## config.mk

```make
export PLATFORM = sky130hd
export DESIGN_NAME = ndi_band_decoder
export DESIGN_NICKNAME = d
export VERILOG_FILES = /design/src/rtl/ndi_band_decoder.sv
export SDC_FILE = /design/constraint.sdc
export NUM_CORES = 1
export LEC_CHECK = 0
export ABC_CLOCK_PERIOD_IN_PS = 6300
export CORE_MARGIN = 4
export CORE_UTILIZATION = 57
export CTS_CLUSTER_SIZE = 24
export DETAILED_ROUTE_END_ITERATION = 6
export GPL_TIMING_DRIVEN = 0
export PLACE_DENSITY = 0.92
export SYNTH_ARGS = -nofsm -noshare
export SYNTH_HDL_FRONTEND = slang
export SYNTH_SLANG_ARGS = --single-unit
```

## constraint.sdc

```tcl
create_clock -name clk -period 6.3 [get_ports clk]
set_clock_uncertainty 0.1 [all_clocks]
set_input_delay 0.945 -clock clk [delete_from_list [all_inputs] [get_ports clk]]
set_output_delay 0.945 -clock clk [all_outputs]
set_load 0.01 [all_outputs]
```

## src/rtl/ndi_band_decoder.sv

```systemverilog
// NDI band decoder: rebuilds (A,C) and (B,D) band pairs from 4-bit NDI codes and band sums
// using a serial shift-add multiply, with valid/ready handshakes on input and output.
module ndi_band_decoder #(
    parameter int CODE_W = 4,
    parameter int DATA_W = 4,
    parameter int SUM_W  = DATA_W + 1
) (
    input  logic              clk,
    input  logic              rst,
    input  logic              in_valid,
    output logic              in_ready,
    input  logic [CODE_W-1:0] m_code,
    input  logic [CODE_W-1:0] n_code,
    input  logic [SUM_W-1:0]  sum_ac,
    input  logic [SUM_W-1:0]  sum_bd,
    output logic              out_valid,
    input  logic              out_ready,
    output logic [DATA_W-1:0] a,
    output logic [DATA_W-1:0] b,
    output logic [DATA_W-1:0] c,
    output logic [DATA_W-1:0] d,
    output logic              sat
);

    localparam int P_W   = SUM_W + CODE_W;
    localparam int CNT_W = (CODE_W > 1) ? $clog2(CODE_W) : 1;
    localparam logic [SUM_W-1:0] DMAX = SUM_W'((1 << DATA_W) - 1);
    localparam logic [P_W-1:0]   HALF = P_W'(1 << (CODE_W - 1));

    typedef enum logic [1:0] {IDLE, MUL, DONE} state_t;

    state_t             state, state_nxt;
    logic [CODE_W-1:0]  m_q, n_q;
    logic [SUM_W-1:0]   sac_q, sbd_q;
    logic [P_W-1:0]     acc_ac, acc_bd, acc_ac_nxt, acc_bd_nxt;
    logic [CNT_W-1:0]   cnt;
    logic               last;
    logic [SUM_W-1:0]   a_raw, c_raw, b_raw, d_raw;
    logic               a_clp, c_clp, b_clp, d_clp;

    assign in_ready  = (state == IDLE);
    assign out_valid = (state == DONE);
    assign last      = (cnt == CNT_W'(CODE_W - 1));

    always_ff @(posedge clk or posedge rst) begin
        if (rst) state <= IDLE;
        else     state <= state_nxt;
    end

    always_comb begin
        state_nxt = state;
        case (state)
            IDLE:    if (in_valid)  state_nxt = MUL;
            MUL:     if (last)      state_nxt = DONE;
            DONE:    if (out_ready) state_nxt = IDLE;
            default: state_nxt = IDLE;
        endcase
    end

    // One partial product per cycle; final rounding works on the next-accumulator value
    // so the result registers load on the same edge as the last partial product.
    always_comb begin
        acc_ac_nxt = acc_ac + (m_q[cnt] ? (P_W'(sac_q) << cnt) : '0);
        acc_bd_nxt = acc_bd + (n_q[cnt] ? (P_W'(sbd_q) << cnt) : '0);
        a_raw = SUM_W'((acc_ac_nxt + HALF) >> CODE_W);
        b_raw = SUM_W'((acc_bd_nxt + HALF) >> CODE_W);
        c_raw = sac_q - a_raw;
        d_raw = sbd_q - b_raw;
        a_clp = (a_raw > DMAX);
        c_clp = (c_raw > DMAX);
        b_clp = (b_raw > DMAX);
        d_clp = (d_raw > DMAX);
    end

    always_ff @(posedge clk or posedge rst) begin
        if (rst) begin
            m_q    <= '0;
            n_q    <= '0;
            sac_q  <= '0;
            sbd_q  <= '0;
            acc_ac <= '0;
            acc_bd <= '0;
            cnt    <= '0;
            a      <= '0;
            b      <= '0;
            c      <= '0;
            d      <= '0;
            sat    <= 1'b0;
        end else begin
            case (state)
                IDLE: begin
                    if (in_valid) begin
                        m_q    <= m_code;
                        n_q    <= n_code;
                        sac_q  <= sum_ac;
                        sbd_q  <= sum_bd;
                        acc_ac <= '0;
                        acc_bd <= '0;
                        cnt    <= '0;
                    end
                end
                MUL: begin
                    acc_ac <= acc_ac_nxt;
                    acc_bd <= acc_bd_nxt;
                    cnt    <= cnt + CNT_W'(1);
                    if (last) begin
                        a   <= a_clp ? DATA_W'(DMAX) : DATA_W'(a_raw);
                        c   <= c_clp ? DATA_W'(DMAX) : DATA_W'(c_raw);
                        b   <= b_clp ? DATA_W'(DMAX) : DATA_W'(b_raw);
                        d   <= d_clp ? DATA_W'(DMAX) : DATA_W'(d_raw);
                        sat <= a_clp | c_clp | b_clp | d_clp;
                    end
                end
                default: ;
            endcase
        end
    end

endmodule

```

Word level (Yosys, flattened, before mapping)

Index checks and enable logic that the tools add are counted.

Flip-flop bits (word level): 57
Input bits: 22
Output and inout bits: 19
Logic and storage cells: 61

Add/subtract/negate cells: 7
Magnitude comparators: 5
Equal/unequal tests: 6
Shift operators: 2
Multiplexer cells: 19
Bitwise gates (word level): 3
Reduce and logical (&&, ||, !) cells: 6

Operators by type and width:

| kind                                                | count |
|---|---|
| case mux 9 bit (2 select lines)                     | 2 |
| two-way mux 9 bit                                   | 3 |
| > comparator 5 x 4 -> 1 bit, second input constant  | 4 |
| adder 9 x 4 -> 9 bit, second input constant         | 2 |
| adder 9 bit                                         | 2 |
| left shift 5 x 2 -> 9 bit                           | 2 |
| two-way mux 4 bit                                   | 4 |
| subtractor 5 bit                                    | 2 |
| two-way mux 2 bit                                   | 4 |
| case mux 2 bit (3 select lines)                     | 1 |
| AND reduction 2 bit                                 | 3 |
| binary-select mux 1 bit (select 2 bit)              | 2 |
| equality test 2 bit, second input constant          | 2 |
| != test 2 bit, second input constant                | 2 |
| case mux 2 bit (2 select lines)                     | 1 |
| < comparator 2 x 3 -> 1 bit, second input constant  | 1 |
| bitwise OR 1 bit                                    | 3 |
| AND reduction 3 bit                                 | 1 |
| adder 2 x 1 -> 2 bit, second input constant         | 1 |
| equality test 2 x 1 -> 1 bit, second input constant | 1 |
| zero test 2 bit                                     | 1 |
| two-way mux 1 bit                                   | 2 |
| != test 2 x 1 -> 1 bit, second input constant       | 1 |
| nonzero test 2 bit                                  | 1 |

Longest topological paths before layout

Gate-level depths: netlist of run 1.

Depth in word-level cells: 10
Mapped depth: 20
Gate-level depth less buffers: 19

Worst setup path after synthesis of run 1

Ideal clock, no wire load.

Path type: register -> register
Start: register cnt[0]
End: register c[2]
Setup time: 0.141 ns
Arrival time: 4.123 ns
Data required time: 6.059 ns
Setup slack: 1.935 ns
Stages on the path, launching flop included: 20
Path buffers: 2
Period minus slack after synthesis: 4.365 ns
Cells stage by stage: dfrtp_1 > clkbuf_1 > clkbuf_1 > nor2_1 > and3_1 > ha_1 > fa_1 > a21o_1 > a21oi_1 > xnor2_1 > ha_1 > ha_1 > inv_1 > fa_1 > a311oi_1 > a21oi_1 > a41oi_2 > o41ai_4 > xnor2_1 > a31oi_1

Longest elaborated chain between the ends: 8
Elaborated cells on any way between the ends: 11
Classes of those cells: 3 x add/sub; 1 x order compare; 1 x eq/ne; 1 x shift; 4 x mux; 1 x reduce/logical

Ends and longest elaborated chain:

| what                                    | line | source |
|---|---|---|
| from (decl)                             | 36   | `logic [CNT_W-1:0] cnt;` |
| from (signal assigned)                  | 105  | `cnt <= cnt + CNT_W'(1);` |
| binary-select mux 1 bit (select 2 bit)  | 63   | `acc_ac_nxt = acc_ac + (m_q[cnt] ? (P_W'(sac_q) << cnt) : '0);` |
| two-way mux 1 bit (implied by the code) | 63   |  |
| two-way mux 9 bit                       | 63   |  |
| adder 9 bit                             | 63   |  |
| adder 9 x 4 -> 9 bit                    | 65   | `a_raw = SUM_W'((acc_ac_nxt + HALF) >> CODE_W);` |
| subtractor 5 bit                        | 67   | `c_raw = sac_q - a_raw;` |
| > comparator 5 x 4 -> 1 bit             | 70   | `c_clp = (c_raw > DMAX);` |
| two-way mux 4 bit                       | 108  | `c <= c_clp ? DATA_W'(DMAX) : DATA_W'(c_raw);` |
| to (signal assigned)                    | 108  |  |
| to (decl)                               | 20   | `output logic [DATA_W-1:0] c,` |

Parallel ways exist; a longest one is shown, timed or not. The select of a mux whose other input is x is not followed.
A chain may end at the register's enable or synchronous reset.

Final worst setup path of run 1

Start: register cnt[1]
End: register c[0]

Same word-level chain as after synthesis.

==> results of run 1 <==
[cell type report]
| type | count | area, µm² |
|---|---|---|
| multi-input combinational | 333 | 2210 |
| inverter | 17 | 63.8 |
| sequential | 57 | 1430 |
| buffer | 20 | 75.1 |
| timing repair buffer | 41 | 420 |
| fill | 464 | 1920 |
| tap | 77 | 96.3 |
| clock inverter | 5 | 31.3 |
| clock buffer | 11 | 141 |
[synthesized netlist by cell type, types with 2 or more instances]
library cell,count
inv_1,17
a31oi_1,11
a21oi_1,19
nand3_1,23
and4_1,2
and3_1,2
o211a_1,2
nor3_1,5
nor2b_1,11
xnor2_1,20
o21ai_1,4
nand2_1,87
a21o_1,5
nor3b_1,3
mux2_2,4
and2_1,8
xor2_1,4
dfrtp_1,57
a41oi_1,2
mux4_2,2
a22oi_1,2
o21ai_0,24
ha_1,26
mux2i_1,5
clkbuf_1,20
o31ai_1,3
nand3b_1,3
nor2_1,29
fa_1,4
nand2b_1,3
o21a_1,4
[per-layer routing]
metal,global-route usage (%),share of wire [%],up-vias
met3,3.78,6.4,44
met5,0,0,-
li1,-,-,1569
met4,15.4,4.6,0
met2,43.9,49,153
met1,32.2,40,1630
[cells by family (layout without fill, tap and decap cells)]
| logic type | count (synthesis) | in the layout | synth area share, % |
|---|---|---|---|
| AO/OA/AOI/OAI | 84 | 84 | 14.3 |
| XOR/XNOR | 27 | 27 | 7.46 |
| multiplexers | 11 | 11 | 3.71 |
| adder cells (fa/ha/maj) | 31 | 31 | 11.0 |
| flip-flops | 57 | 57 | 37.8 |
| AND/OR/NAND/NOR | 180 | 180 | 22.1 |
| buffers and inverters | 37 | 94 | 3.68 |
[worst max-delay path by stage]
| stage | startpoint | to | slack (ns) | cells after the start |
|---|---|---|---|---|
| 2_1_floorplan | cnt[0] | c[2] | 1.94 | 19 |
| 3_3_place_gp | cnt[1] | c[2] | 1.50 | 19 |
| 3_5_place_dp | cnt[1] | c[0] | 1.26 | 19 |
| 4_1_cts | cnt[1] | c[0] | 1.14 | 19 |
| 5_1_grt | cnt[1] | c[0] | 0.71 | 20 |
| 6_report | cnt[1] | c[0] | 1.08 | 20 |
[power breakdown]
| group | leakage [nW] | internal, W | switching [W] |
|---|---|---|---|
| Combinational | 1.25 | 0.000818 | 0.00110 |
| Clock | 0.0891 | 0.000152 | 0.000156 |
| Sequential | 0.700 | 0.000530 | 0.000143 |
[flip-flops by register name, summed over array words and instances, names as in the netlist, 4 cells and up]
| signal | cells |
|---|---|
| b | 4 |
| a | 4 |
| acc_ac | 9 |
| acc_bd | 9 |
| c | 4 |
| sbd_q | 5 |
| m_q | 4 |
| n_q | 4 |
| sac_q | 5 |
| d | 4 |
[critical path: stages (launching register included)]
cell      delay (ns)
dfrtp_1         0.35
clkbuf_1        0.40
clkbuf_1        0.43
mux2i_1         0.30
o21ai_0         0.11
and2_1          0.20
ha_1            0.34
a21o_1          0.23
a21oi_1         0.19
xnor2_1         0.22
ha_1            0.32
ha_1            0.19
inv_1           0.09
fa_1            0.27
nor2_1          0.11
o21ai_0         0.26
a21oi_1         0.14
a41oi_2         0.24
o41ai_4         0.15
xnor2_1         0.31
a31oi_1         0.13
[through the flow]
| step | hold WS, ns | power (W) |
|---|---|---|
| after floorplan | 0.362 | 0.00200 |
| after global placement | 0.368 | 0.00241 |
| after CTS | 0.392 | 0.00287 |
| after detailed placement | 0.376 | 0.00253 |
| final | 0.391 | 0.00289 |
| after global routing | 0.415 | 0.00312 |
==> metrics.md, run 1 <==
| Metric | Value |
|---|---|
| Critical path peak fanout | 10 |
| Overall routing resource usage | 26.3% |
| Post-layout min period | 5.22 ns |
| DRT iter0 DRCs | 271 |
| CTS root buf | clkbuf_8 |
| Hold Path Depth | 2 |
| Ys async rst share | 100% |
| Worst-margin pin slew | 0.632 ns |
| Initial antenna violation count | 0 |
| Final Cycle Share | 82.9% |
| Pin count of the biggest net entering global routing | 38 |
| Library cells used by synthesis | 47 |
| Worst slack at placement | 1.26 ns |
| Dpl hpwl | 7.00 mm |
| Peak supply drop | 0.462 mV |
| Initial core utilization | 59.1% |
| Worst reg2reg setup slack | 1.08 ns |
| Final ANT Viol Nets | 0 |
| CP Launch Type | flop |
| F_max | 0.192 GHz |
| Critical Path AT | 5.33 ns |
| Post-synthesis sequential area ratio | 37.8% |
| Core Util, Final | 69.9% |
| Average wire per standard cell | 17.2 µm |
| Slew HR | 57.8% |
| Seq cells post-synth | 57 |
| Via Count | 3,396 |
| Hold endpoint | c[3] |
| Final setup fails | 0 |
| Post-CTS Setup Inserts | 0 |
| # IOs | 41 |
| Chip width | 89.4 µm |
| Clk sinks | 57 |
| Fin area | 0.00446 mm² |
| RR Endpoint | c[0] |
| H-tree levels | 3 |
| Leak | 2.04 nW |
| Most common cell after layout, fill and taps aside | nand2_1 |
| Drt via density | 6.05 |
| I/O Buffers | 40 |
| Die Ht | 89.4 µm |
| Placer's final routability congestion estimate | 0.976 |
| Layout cells sized above 1 | 6.40% |
| # Max-Cap Violations | 0 |
| # diodes | 0 |
| Core area | 0.00639 mm² |
| Post-Layout Cell Count | 561 |
| PostCTS Resize Cnt | 0 |
| Max Root-Sink Buffers | 2 |
| Setup WS post-layout | 1.08 ns |
| Worst Reg-to-Reg Cells | 20 |
| RSZ-0062 raised after global routing | false |
| First-pass GRT wire length | 15.8 mm |
| Die ar. | 0.00799 mm² |
| Reg clk slew, reported paths | 0.07 ns |
| Max Slew Vio Count | 0 |
| Synthesized area per cell | 8.84 µm² |
| Overflow after GRT | 0 |
| Clk_lat worst skew | 0.35 ns |
| Hold-fix buffers at CTS | 0 |
| Syn Std Cell Area | 0.00377 mm² |
| Total power per unit cell area | 648 mW/mm² |
| Hold Crit Start | c[3] |
| CTS buffer count | 9 |
| Worst Hold Class | reg2reg |
| Post-synth top area cell | dfrtp_1 |
| Vias in the first global route | 3,368 |
| Setup Crit Path Kind | reg2reg |
| Initial DRT Pass Iterations | 5 |
| Layout area overhead | 18.3% |
| Ys flop type | dfrtp_1 |
| Synth top area share | 37.8% |
| Syn Nets | 479 |
| Largest cells by area after synthesis | dfrtp_1 (38%), nand2_1 (8.7%), ha_1 (8.6%), xnor2_1 (4.6%), o21ai_0 (3.2%) |
| Reg-to-reg startpoint | cnt[1] |
| Final TNS setup | 0 ns |
| Final Net Count | 531 |
| Synth Instances | 427 |
| Placed cell area | 0.00429 mm² |
| CP Capture Type | flop |
| Placed insts | 545 |
| Row count | 29 |
| Syn. warnings | 0 |
| Number of synthesized flops with an enable pin | 0 |
| # DRC | 0 |
| CP required | 6.41 ns |
| CTS tree | done |
| Total Wirelength | 9.67 mm |
| Status | completed |
| Most frequent cells in the layout | nand2_1 (87), dfrtp_1 (57), clkdlybuf4s50_1 (40) |
| Final Hold Fails | 0 |
No activity file was read; power rests on OpenSTA's default activity.
==> inputs of run 2 (changes only) <==
==> config.mk (replaced) <==
export PLATFORM = sky130hd
export DESIGN_NAME = ndi_band_decoder
export DESIGN_NICKNAME = d
export VERILOG_FILES = /design/src/rtl/ndi_band_decoder.sv
export SDC_FILE = /design/constraint.sdc
export NUM_CORES = 1
export LEC_CHECK = 0
export ABC_CLOCK_PERIOD_IN_PS = 4800
export CORE_MARGIN = 4
export CORE_UTILIZATION = 52
export CTS_CLUSTER_SIZE = 24
export DETAILED_ROUTE_END_ITERATION = 6
export GPL_TIMING_DRIVEN = 0
export PLACE_DENSITY = 0.89
export SYNTH_ARGS = -nofsm -noshare
export SYNTH_HDL_FRONTEND = slang
export SYNTH_SLANG_ARGS = --single-unit
==> constraint.sdc (replaced) <==
create_clock -name clk -period 4.8 [get_ports clk]
set_clock_uncertainty 0.1 [all_clocks]
set_input_delay 0.72 -clock clk [delete_from_list [all_inputs] [get_ports clk]]
set_output_delay 0.72 -clock clk [all_outputs]
set_load 0.01 [all_outputs]
==> metrics.md, run 2 (synthesis gave the netlist of run 1 again) <==
| Metric | Value |
|---|---|
| Reg clk slew, reported paths | 0.07 ns (about the same) |
| Initial core utilization | 54.6% (-4.5 points) |
| Final Net Count | 534 (+0.56%) |
| Vias in the first global route | 3,245 (-3.7%) |
| Final TNS setup | 0 ns (unchanged) |
| Fillcell total | 556 (+20%) |
| Setup WS post-layout | 0.161 ns (-0.919 ns) |
| Core area | 0.00691 mm² (+8.2%) |
| Total Wirelength | 9.60 mm (-0.66%) |
| Initial antenna violation count | 0 (unchanged) |
| Initial DRT Pass Iterations | 5 (unchanged) |
| I/O Buffers | 40 (unchanged) |
| First-pass GRT wire length | 15.6 mm (-1.1%) |
| RSZ-0062 raised after global routing | false |
| Largest registers | acc_ac (9), acc_bd (9) |
| CP Launch Type | flop |
| Worst Reg-to-Reg Cells | 19 (-5.0%) |
| Placer's final routability congestion estimate | 0.948 (-2.8%) |
| Critical path peak fanout | 10 (unchanged) |
| Hold Path Depth | 2 (unchanged) |
| Most common cell after layout, fill and taps aside | nand2_1 |
| Post-layout min period | 4.64 ns (-0.581 ns) |
| Overall routing resource usage | 22.9% (-3.3 points) |
| Final Hold Fails | 0 (unchanged) |
| Final setup fails | 0 (unchanged) |
| Worst Hold Class | reg2reg |
| Total power per unit cell area | 849 mW/mm² (+31%) |
| Status | completed |
| Worst-margin pin slew | 0.592 ns (-0.0404 ns) |
| Clk_lat worst skew | 0.35 ns (about the same) |
| Hold Slack | 0.401 ns (+0.00986 ns) |
| Final Cycle Share | 96.6% (+14 points) |
| Final ANT Viol Nets | 0 (unchanged) |
| # diodes | 0 (unchanged) |
| Max Slew Vio Count | 0 (unchanged) |
| Slew HR | 60.5% (+2.7 points) |
| Multi-input logic area | 0.00223 mm² (+1.0%) |
| Overflow after GRT | 0 (unchanged) |
| Max Root-Sink Buffers | 2 (unchanged) |
| CTS buffer count | 9 (unchanged) |
| Layout cells sized above 1 | 9.45% (+3.0 points) |
| Peak supply drop | 0.367 mV (-20%) |
| Reg area | 0.00143 mm² (+0.18%) |
| # DRC | 0 (unchanged) |
| Die Ht | 93.2 µm (+4.3%) |
| CTS tree | done |
| Drt via density | 5.79 (-4.4%) |
| Average wire per standard cell | 16.5 µm (-4.4%) |
| Via Count | 3,374 (-0.65%) |
| CTS root buf | clkbuf_8 |
| Setup Crit Path Kind | reg2reg |
| Pin count of the biggest net entering global routing | 37 (-2.6%) |
| Clk sinks | 57 (unchanged) |
| Chip width | 93.2 µm (+4.3%) |
| H-tree levels | 3 (unchanged) |
| Hold-fix buffers at CTS | 0 (unchanged) |
| # IOs | 41 (unchanged) |
| Post-route total power | 0.00389 W (+34%) |
| Layout area overhead | 21.4% |
| Worst slack at placement | -0.229 ns (-1.49 ns) |
| Critical Path AT | 4.75 ns (-0.58 ns) |
| Dpl hpwl | 6.97 mm (-0.34%) |
| Die ar. | 0.00868 mm² (+8.7%) |
| Row count | 30 (+3.4%) |
| F_max | 0.216 GHz (+13%) |
| Leak | 2.09 nW (+2.3%) |
| CP required | 4.91 ns (-1.50 ns) |
| DRT iter0 DRCs | 308 (+14%) |
| Most frequent cells in the layout | nand2_1 (87), dfrtp_1 (55), clkdlybuf4s50_1 (40) |
| # Max-Cap Violations | 0 (unchanged) |
| CP Capture Type | flop |
run 2: changes by cell type in the layout (fill, tap and decap cells not counted), moves of 2 or more:
cell / delta
dfrtp_1: -2
clkinv_2: -2
clkbuf_1: -6
dfrtp_2: +2
buf_4: +5
run 2: repair_timing:
action | in CTS | in global routing
gates resized for setup | 3 | 11
buffers inserted | 0 | 5
endpoints found under the setup margin | 4 | 9
run 2: final timing paths:
kind,startpoint,to,slack (ns)
setup reg to reg,cnt[0],c[2],0.16
min in group asynchronous,rst,b[0],0.61
hold / removal,c[3],c[3],0.40
hold reg to reg,c[3],c[3],0.40
setup / recovery,cnt[0],c[2],0.16
max in group asynchronous,rst,cnt[1],3.42
run 2: final cells by class:
cell class                      count  share of cell area (%)
Tap cell                           96                    2.62
Inverter                           17                    1.39
Clock buffer                       10                    3.00
Multi-Input combinational cell    333                    48.7
Timing Repair Buffer               46                    10.0
Clock inverter                      6                    1.48
Sequential cell                    57                    31.2
Buffer                             18                    1.61
run 2: critical path, stage by stage (launching register included):
cell and delay (ns):
dfrtp_2 0.47, buf_2 0.25, nor2_1 0.08, and3_1 0.19, ha_1 0.24, fa_1 0.42, a21o_1 0.19, a21oi_1 0.18
xnor2_1 0.22, ha_1 0.25, nand3_1 0.12, xnor2_2 0.19, ha_1 0.37, inv_1 0.10, o21ai_0 0.21, a21oi_1 0.12
a41oi_2 0.22, o41ai_4 0.15, xnor2_1 0.29, a31oi_1 0.12
run 2: power by group:
group | switching (W) | total (W) | internal [W]
logic | 0.00142 | 0.00252 | 0.00110
clock network | 0.000217 | 0.000472 | 0.000254
registers | 0.000198 | 0.000895 | 0.000697
total | 0.00184 | 0.00389 | 0.00205
run 2: per-layer routing:
metal	track usage, %	part of all wire [%]	up-vias
met5	0	0	-
met4	8.42	2.2	0
met3	5.23	6.5	24
met2	37.1	48	143
met1	30.1	43	1631
li1	-	-	1576
run 2: stage by stage:
step | util [%] | area, µm² | std cells
CTS | 65.4 | 4520 | 578
global placement | 62.2 | 4290 | 563
detailed placement | 62.5 | 4310 | 564
finish | 66.3 | 4580 | 583
global route | 66.3 | 4580 | 583
floorplan | - | 3770 | 427
